--- src/rtl/port_bridge.sv ---
// rtl/port_bridge.sv - CPU OUT/IN port bridge with TX FIFO and 2-entry RX buffer
//
// Purpose:
//   Connects the CPU OUT and IN instructions to a pair of host channels.
//   TX path: the CPU OUT strobe feeds a DEPTH-entry show-ahead FIFO that
//   drains to the host on a valid/ready handshake. A write into a full FIFO
//   with no drain in the same cycle is dropped and sets the sticky ovf flag.
//   RX path: host words land in a two-entry head/tail buffer. The CPU IN
//   instruction reads the head, and the in_rd strobe consumes it.
//
// Ports:
//   clk       in   single clock, rising edge
//   rst       in   synchronous active-low reset
//   out_we    in   CPU OUT strobe
//   out_data  in   CPU OUT value
//   in_rd     in   CPU IN consume strobe
//   in_port   out  word presented to CPU IN (holds the last value when empty)
//   in_valid  out  in_port holds an unconsumed host word
//   tx_data   out  TX FIFO head
//   tx_valid  out  TX FIFO not empty
//   tx_ready  in   host accepts tx_data
//   rx_data   in   host word for the CPU
//   rx_valid  in   rx_data valid
//   rx_ready  out  RX buffer has room
//   ovf       out  sticky TX overflow flag

module port_bridge #(
  parameter int DEPTH = 4,
  parameter int WIDTH = 16
) (
  input  logic             clk,
  input  logic             rst,
  input  logic             out_we,
  input  logic [WIDTH-1:0] out_data,
  input  logic             in_rd,
  output logic [WIDTH-1:0] in_port,
  output logic             in_valid,
  output logic [WIDTH-1:0] tx_data,
  output logic             tx_valid,
  input  logic             tx_ready,
  input  logic [WIDTH-1:0] rx_data,
  input  logic             rx_valid,
  output logic             rx_ready,
  output logic             ovf
);

  localparam int AW = $clog2(DEPTH);
  localparam int CW = AW + 1;
  localparam logic [CW-1:0] FULL = CW'(DEPTH);

  // ---------------------------------------------------------------- TX path
  logic [WIDTH-1:0] r_mem [DEPTH];
  logic [AW-1:0]    r_wptr;
  logic [AW-1:0]    r_rptr;
  logic [CW-1:0]    r_count;
  logic             r_ovf;

  logic w_pop;
  logic w_push;
  logic w_full;

  assign w_full = (r_count == FULL);
  assign w_pop  = tx_valid && tx_ready;
  // A full FIFO can still take a word when the head leaves in the same cycle.
  assign w_push = out_we && (!w_full || w_pop);

  always_ff @(posedge clk) begin
    if (!rst) begin
      r_wptr  <= '0;
      r_rptr  <= '0;
      r_count <= '0;
      r_ovf   <= 1'b0;
      for (int i = 0; i < DEPTH; i++) begin
        r_mem[i] <= '0;
      end
    end else begin
      if (w_push) begin
        r_mem[r_wptr] <= out_data;
        r_wptr        <= r_wptr + 1'b1;
      end
      if (w_pop) begin
        r_rptr <= r_rptr + 1'b1;
      end
      if (w_push && !w_pop) begin
        r_count <= r_count + 1'b1;
      end else if (w_pop && !w_push) begin
        r_count <= r_count - 1'b1;
      end
      if (out_we && !w_push) begin
        r_ovf <= 1'b1;
      end
    end
  end

  assign tx_valid = (r_count != '0);
  assign tx_data  = r_mem[r_rptr];
  assign ovf      = r_ovf;

  // ---------------------------------------------------------------- RX path
  logic [WIDTH-1:0] r_head;
  logic [WIDTH-1:0] r_tail;
  logic [1:0]       r_rx_count;

  logic w_accept;
  logic w_consume;

  // rx_ready comes from the registered count only, so in_rd never reaches it.
  assign rx_ready  = (r_rx_count < 2'd2);
  assign in_valid  = (r_rx_count != 2'd0);
  assign in_port   = r_head;
  assign w_accept  = rx_valid && rx_ready;
  assign w_consume = in_rd && in_valid;

  always_ff @(posedge clk) begin
    if (!rst) begin
      r_head     <= '0;
      r_tail     <= '0;
      r_rx_count <= 2'd0;
    end else begin
      // Accept implies count < 2, so at most one word is buffered here.
      if (w_accept && w_consume) begin
        r_head <= rx_data;
      end else if (w_accept) begin
        if (r_rx_count == 2'd0) begin
          r_head <= rx_data;
        end else begin
          r_tail <= rx_data;
        end
        r_rx_count <= r_rx_count + 2'd1;
      end else if (w_consume) begin
        // With one word left the head is kept so the CPU keeps reading stable data.
        if (r_rx_count == 2'd2) begin
          r_head <= r_tail;
        end
        r_rx_count <= r_rx_count - 2'd1;
      end
    end
  end

endmodule

--- config.mk ---
export PLATFORM = sky130hd
export DESIGN_NAME = port_bridge
export DESIGN_NICKNAME = d
export VERILOG_FILES = /design/src/rtl/port_bridge.sv
export SDC_FILE = /design/constraint.sdc
export NUM_CORES = 1
export LEC_CHECK = 0
export BUFFER_PORTS_ARGS = -buffer_cell sky130_fd_sc_hd__clkbuf_2
export CORE_MARGIN = 5
export CORE_UTILIZATION = 45
export CTS_CLUSTER_DIAMETER = 80
export DETAILED_ROUTE_END_ITERATION = 10
export GPL_TIMING_DRIVEN = 1
export HOLD_SLACK_MARGIN = 0.03
export PLACE_DENSITY = 0.7
export SYNTH_ARGS = -nofsm -noshare
export SYNTH_HDL_FRONTEND = slang
export SYNTH_SLANG_ARGS = --single-unit
--- constraint.sdc ---
create_clock -name clk -period 8.82 [get_ports clk]
set_input_delay 2.646 -clock clk [delete_from_list [all_inputs] [get_ports clk]]
set_output_delay 2.646 -clock clk [all_outputs]
set_load 0.005 [all_outputs]
* Word level (Yosys, flattened, before mapping)
Memories as Yosys holds them, arrays and structs flattened. A register that Yosys moved wholly into a read port is not among the register bits. Index checks and enable logic that the tools add are counted.
Word-level totals: bits in latches 0, memories 1, memory bits (read-only) 0, bits in writable memories 64, register bits after elaboration 42, bits of input ports 38
Memory list:
- r_mem | depth 4, width 16, rd ports 1, clocked after memory_dff 1, wr ports 4, line 52 | logic [WIDTH-1:0] r_mem [DEPTH];
Operators by class: div/mod/pow operators 0, mux-type cells 18, bitwise logic cells 2, reduce and logical (&&, ||, !) cells 23, equality and inequality tests 3, $lt $le $gt $ge 1, multiply operators 0, $add $sub $neg 6, shifts and indexed selects 0
Operators with widths (number):
- two-way mux 16 bit | 6
- OR reduction 16 bit | 1
- two-way mux 2 bit | 5
- nonzero test 3 bit | 3
- logical AND 1 bit | 8
- adder 2 x 1 -> 2 bit (second input constant) | 3
- two-way mux 3 bit | 2
- AND reduction 3 bit | 2
- nonzero test 2 bit | 3
- two-way mux 1 bit | 5
- adder 3 x 1 -> 3 bit (second input constant) | 1
- equality test 3 bit (second input constant) | 1
- logical NOT 1 bit | 3
- inequality test 3 x 1 -> 1 bit (second input constant) | 1
- subtractor 3 x 1 -> 3 bit (second input constant) | 1
- equality test 2 bit (second input constant) | 1
- logical NOT 2 bit | 1
- less-than comparator 2 bit (second input constant) | 1
- inverter 1 bit | 2
- AND reduction 2 bit | 1
- subtractor 2 x 1 -> 2 bit (second input constant) | 1
- logical OR 1 bit | 1

* Longest topological paths before layout
Gate-level depths: netlist (run 1).
depth in word-level cells 9, mapped depth 10, mapped depth without buffers 8

* Least setup slack after synthesis (run 1)
Ideal clock, no wire load.
path type input to register, start in out_we, end mem r_mem[2][0] (enable), setup slack 3.910 ns, arrival time 4.474 ns, stages 2, cells stage by stage inv_1 > o41ai_1
RTL lines:
- from (decl) | line 33 | input logic out_we,
- to (decl) | line 52

* Worst setup path after layout (run 1)
start in rx_valid, end reg r_head[12] (netlist: in_port[12])
Between the ends: longest elaborated chain between the ends 4, elaborated cells between the ends (all ways) 8, those cells by class eq/ne: 1; mux: 2; reduce/logical: 5
Ends and longest elaborated chain:
- from (decl) | line 42 | input logic rx_valid,
- logical AND 1 bit * | line 111 | assign w_accept = rx_valid && rx_ready;
- logical AND 1 bit | line 121 | if (w_accept && w_consume) begin
- inequality test 3 x 1 -> 1 bit (no line) or nonzero test 3 bit (tied branches)
- AND reduction 3 bit (no line)
- to (signal assigned) | line 122 | r_head <= rx_data;
- to (signal assigned) | line 125 | r_head <= rx_data;
- to (signal assigned) | line 133 | r_head <= r_tail;
- to (decl) | line 100 | logic [WIDTH-1:0] r_head;
Every way passes the cells marked *; elsewhere a longest branch is shown, timed or not. A chain may end at the register's enable or synchronous reset.

==> flow_summary.yaml, run 1 <==
global_route:
  gr-usage-met2_pct: 26.7
  gr-max-usage-layer: "met2"
  grt_pass1_wl_microns: 15500
  grt_pass1_vias: 3010
  grt_max_degree: 45
  use_met3_pct: 4.31
  grt_overflow: 0
  antenna_found_initial: 0
  globalRouteTotalUtil_pct: 15.7
  gr-usage-met1_pct: 19.9
die:
  fp.dieW_microns: 112
  start_util_pct: 45.9
  rows: 37
  coreArea_sq_mm: 0.0102
  die_h_microns: 112
  io_pins: 74
  die_area_sq_mm: 0.0126
yosys:
  synth_fp_nets: 414
  async_flop_share_pct: 0
  synth_common_cells: "64 x and2_1, 64 x edfxtp_1, 44 x dfxtp_1, 36 x nand2_1, 19 x a21oi_1"
  synth_cell_types: 36
  yosys.area.top_type: "edfxtp_1"
  ys_seq_area_share_pct: 59.7
  yosys_warnings: 0
  synth.cell_area_sq_mm: 0.00470
  yosys-top-cells-area: "edfxtp_1 41%, dfxtp_1 19%, and2_1 8.5%, mux4_2 7.7%, mux2i_1 3.6%"
  synth_top_area_share_pct: 40.9
  synth_edf_count: 64
  syn_avg_cell_area_sq_um: 12.7
  ys_seq_elements: 108
  yosys_most_used_dff: "edfxtp_1"
  syn_inst: 371
cts:
  root_buffer: "clkbuf_8"
  cts_buffer_depth: 2
  postCtsResizedCells: 0
  cts.sinks: 108
  clkLatencyLatePin_ns: 0.37
  hold_buffers: 0
  htree_levels: 3
  cts_tree: "built"
  numCtsBuffers: 9
  clk_pin_slew_ns: 0.10
  cts_setup_buffers: 0
finish:
  syn_to_final_growth_pct: 14.1
  finalInstanceArea_sq_mm: 0.00536
  nNetsFinal: 480
  num-fill-cells: 916
  diodes: 0
  drive_gt1_share_pct: 28.3
power_and_ir_drop:
  sw_frac_of_total_pct: 30.8
  p_int_mw: 0.859
  p_clk_share_pct: 23.2
  p_seq_share_pct: 51.1
  comb_power_share_pct: 25.7
  peakVddDrop_mv: 0.111
  p_leak_nw: 2.12
  p_switching_mw: 0.383
  power_density_mw_per_mm2: 232
flow_run:
  maxCapViolations: 0
sta:
  clock_skew_ns: 0.0169
  fin_crit_sh_pct: 56.2
  worst_slew_pin_slew_ns: 1.17
  setup_viol: 0
  finalHoldViolCount: 0
  relSlewSlack_pct: 21.8
  slew_viol_final: 0
  final.setup.tns_ns: 0
  min_period_ns: 4.96
  fmax_ghz: 0.202
  rsz0062_at_grt: "false"
min_path:
  hp-class: "flop to flop"
  holdCritStartpoint: "r_tail[14]$_SDFFE_PN0P_"
placed_design:
  finalWeightedCongestion: 0.767
  portBuffers: 73
  dpl_cell_area_sq_mm: 0.00517
  hpwl_microns: 6430
setup_path:
  cp-start-kind: "primary input"
  crit_required_ns: 9.13
  crit_path_end_kind: "flop"
  startpoint: "rx_valid"
  path_cells: "clkbuf_2, nor2b_2, ha_1, nand2_1, a22oi_4, or2_1, a31o_2"
  cp_max_fo: 20
  rrSetupSlack_ns: 5.82
  crit_family: "simple AND/OR/NAND/NOR gates"
  slowest_delay_ns: 0.92
  crit_buf_inv: 1
  worst_ep_arrival_time_ns: 5.27
  rr_startpoint: "r_rx_count[1]$_SDFFE_PN0P_"
  crit_slowest_cell: "nor2b_2"
  crit_type: "primary input to flop"
routing:
  wl_microns: 9580
  final_antenna_net_count: 0
  wl_per_cell_microns: 16.6
  vias: 3011
  drt_iter0_drc: 109
  drc: 0
  drtPass1Iterations: 4
  drt-vias-per-instance: 5.21
status:
  status: "completed"
## metrics by stage
| stage | power [mW] | setup slack [ns] | utilization [%] | hold slack, ns | cells |
|---|---|---|---|---|---|
| 2_1_floorplan | 0.868 | 3.91 | - | 0.436 | 371 |
| 3_3_place_gp | 0.963 | 3.49 | 50.5 | 0.441 | 562 |
| 3_5_place_dp | 0.973 | 3.45 | 50.5 | 0.446 | 562 |
| 4_1_cts | 1.26 | 3.84 | 52.4 | 0.460 | 578 |
| 5_1_grt | 1.32 | 3.67 | 52.4 | 0.477 | 578 |
| 6_report | 1.24 | 3.86 | 52.4 | 0.458 | 578 |
## power by group through the flow
stage                     Sequential, mW  Clock (mW)  Combinational [mW]
after floorplan                    0.632           0               0.236
after global placement             0.644           0               0.319
after detailed placement           0.647           0               0.326
after CTS                          0.636       0.297               0.327
after global routing               0.642       0.323               0.356
final                              0.635       0.288               0.319
## logic make-up after synthesis
kind of cell	count (synthesis)	synth area share [%]
xor gates and xnor gates	5	0.933
muxes	33	11.3
AOI/OAI and AO/OA	42	6.23
adders and majority gates	5	1.49
buffers and inverters	31	3.17
and+or+nand+nor	147	17.2
DFF	108	59.7
## final timing paths
check | end | depth (start not counted)
worst min register to register | r_tail[14]$_SDFFE_PN0P_ | 2
worst max register to register | in_port[12]$_SDFFE_PN0P_ | 6
worst max-delay path | in_port[12]$_SDFFE_PN0P_ | 7
worst min-delay path | r_tail[14]$_SDFFE_PN0P_ | 2
## cells in the final DEF, fill, tap and decap left out, types with 6 or more instances in the layout
cell,instances
nor2_1,10
a31o_1,10
clkbuf_8,9
clkbuf_2,73
dfxtp_1,44
a31o_2,6
buf_4,6
inv_1,6
and2_1,64
nor4_1,16
a21oi_1,19
nand2_1,36
mux2i_1,17
edfxtp_1,64
mux4_2,16
## state kept, by name (all words and copies together), names as in the netlist, named ones only
| name | flops |
|---|---|
| r_rx_count | 2 |
| r_tail | 16 |
| ovf | 1 |
| in_port | 16 |
| r_mem | 64 |
| r_count | 3 |
| r_rptr | 2 |
| r_wptr | 2 |
## area by class of cell
type	count	area [sq um]	share of cell area, %
Sequential cell	108	2800	52.3
Tap cell	136	170	3.18
Clock buffer	9	124	2.31
Inverter	7	26.3	0.490
Timing Repair Buffer	79	410	7.66
Multi-Input combinational cell	232	1760	32.9
Clock inverter	7	63.8	1.19
## tightest hold or removal path: cells and delay by family, from the launching register on
kind | cells | cell delay [ns]
DFF | 1 | 0.32
and+or+nand+nor | 1 | 0.05
AOI/OAI and AO/OA | 1 | 0.05
## routing by layer
| metal | wire length, microns | part of all wire [%] |
|---|---|---|
| met5 | 0 | 0 |
| met4 | 63 | 0.66 |
| met3 | 593 | 6.2 |
| met2 | 4880 | 51 |
| met1 | 4040 | 42 |
Note: power is estimated with default switching activity, not from simulation.
==> run 2: changes to the inputs <==
==> constraint.sdc (replaced) <==
create_clock -name clk -period 4.57 [get_ports clk]
set_input_delay 1.371 -clock clk [delete_from_list [all_inputs] [get_ports clk]]
set_output_delay 1.371 -clock clk [all_outputs]
set_load 0.005 [all_outputs]
==> flow_summary.yaml, run 2 (synthesis gave the netlist of run 1 again) <==
global_route:
  grt_pass1_wl_microns: 16000
  grt_overflow: 0
  antenna_found_initial: 0
  grt_pass1_vias: 3138
  grt_max_degree: 45
  globalRouteTotalUtil_pct: 15.9
sta:
  min_period_ns: 3.20
  finalHoldViolCount: 0
  setup_viol: 0
  worst_slew_pin_slew_ns: 0.833
  slew_viol_final: 0
  fin_crit_sh_pct: 69.9
  worst_slack_ns: 1.37
  fmax_ghz: 0.313
  final.setup.tns_ns: 0
  rsz0062_at_grt: "false"
  relSlewSlack_pct: 44.4
  clock_skew_ns: 0.0210
routing:
  drc: 0
  drtPass1Iterations: 5
  final_antenna_net_count: 0
  drt-vias-per-instance: 5.25
  wl_microns: 9660
  drt_iter0_drc: 173
  wl_per_cell_microns: 16.6
  vias: 3059
power_and_ir_drop:
  power_density_mw_per_mm2: 450
  p_leak_nw: 2.15
  peakVddDrop_mv: 0.198
finish:
  layout_commonest_cell: "clkbuf_2"
  nNetsFinal: 485
  finalInstanceArea_sq_mm: 0.00539
  syn_to_final_growth_pct: 14.8
  diodes: 0
  drive_gt1_share_pct: 28.6
  largest_register_ffs: 64
  largest-register: "r_mem"
  final_cell_mix: "73 x clkbuf_2, 64 x and2_1, 64 x edfxtp_1"
  fin_util_pct: 52.7
setup_path:
  path_cells: "mux4_2, clkbuf_2"
  slowest_delay_ns: 0.88
  r2r_end: "in_port[12]$_SDFFE_PN0P_"
  rr_worst_depth: 7
  crit_family: "flip-flops"
  crit_type: "flop to output port"
  cp_max_fo: 16
  rr_startpoint: "r_rx_count[1]$_SDFFE_PN0P_"
  crit_required_ns: 3.20
  crit_buf_inv: 1
  crit_path_end_kind: "output port"
  crit_slowest_cell: "dfxtp_1"
  cp-start-kind: "flop"
  worst_ep_arrival_time_ns: 1.82
  rrSetupSlack_ns: 2.16
cts:
  clkLatencyLatePin_ns: 0.37
  cts_tree: "built"
  cts_setup_buffers: 0
  htree_levels: 3
  cts.sinks: 108
  hold_buffers: 0
  postCtsResizedCells: 0
  root_buffer: "clkbuf_8"
  clk_pin_slew_ns: 0.11
  cts_buffer_depth: 2
  numCtsBuffers: 9
die:
  die_area_sq_mm: 0.0126
  start_util_pct: 45.9
  die_h_microns: 112
  coreArea_sq_mm: 0.0102
  rows: 37
  io_pins: 74
  fp.dieW_microns: 112
placed_design:
  finalWeightedCongestion: 0.770
  dpl_cell_area_sq_mm: 0.00520
  place_ws_ns: 1.20
  portBuffers: 73
  hpwl_microns: 6570
status:
  status: "completed"
flow_run:
  maxCapViolations: 0
min_path:
  hp-class: "flop to flop"
  holdCritStartpoint: "r_tail[12]$_SDFFE_PN0P_"
  whs_path_depth: 2
  whs_endpoint: "r_tail[12]$_SDFFE_PN0P_"
-- run 2: cell count changes in the layout (fill, tap and decap cells not counted), sizes merged --
cell / previous run / this run
buf: 6 / 11
inv: 12 / 13
clkinv: 2 / 1
-- run 2: layer usage --
layer / GRT usage, % / vias up / part of all wire [%]
met5: 0 / - / 0
met4: 4.57 / 0 / 0.98
met3: 3.94 / 9 / 5.7
met2: 27.5 / 94 / 51
met1: 19.9 / 1475 / 43
li1: - / 1481 / -
-- run 2: area by class of cell --
type / instances / area (sq um)
fillers: 883 / 4840
flip-flops and latches: 108 / 2800
multi-input cells: 232 / 1750
repair buffers: 84 / 448
well taps: 136 / 170
clock buffers: 9 / 124
clock inverters: 7 / 68.8
inverters: 7 / 26.3
-- run 2: metrics by stage --
stage / power [mW] / cells / hold WS, ns
after global placement: 1.86 / 567 / 0.440
after CTS: 2.45 / 583 / 0.460
after global routing: 2.57 / 583 / 0.472
after detailed placement: 1.88 / 567 / 0.446
final: 2.43 / 583 / 0.459
after floorplan: 1.67 / 371 / 0.436
-- run 2: worst max path at each step --
stage	slack (ns)	cells after the start	end	start
4_1_cts	1.34	2	tx_data[9]	flop
3_3_place_gp	1.29	7	in_port[15]$_SDFFE_PN0P_	rx_valid
2_1_floorplan	0.94	2	r_mem[2][0]$_SDFFCE_PN0P_	out_we
6_report	1.37	2	tx_data[10]	flop
3_5_place_dp	1.20	7	in_port[12]$_SDFFE_PN0P_	rx_valid
5_1_grt	1.26	2	tx_data[9]	flop
-- run 2: worst reg2reg max path, cell delays in order, from the launching register on --
cell	delay (ns)
dfxtp_1	0.41
or2_2	0.35
nand2_1	0.13
ha_1	0.18
nand2_1	0.09
a22oi_4	0.45
or2_1	0.53
a31o_2	0.23
-- run 2: report_power, final --
part           total (mW)  leakage (nW)  internal, mW  switching [mW]
clock network       0.578         0.101         0.217           0.360
logic               0.623          1.03         0.300           0.323
registers            1.23          1.02          1.15          0.0757
total                2.43          2.15          1.67           0.759
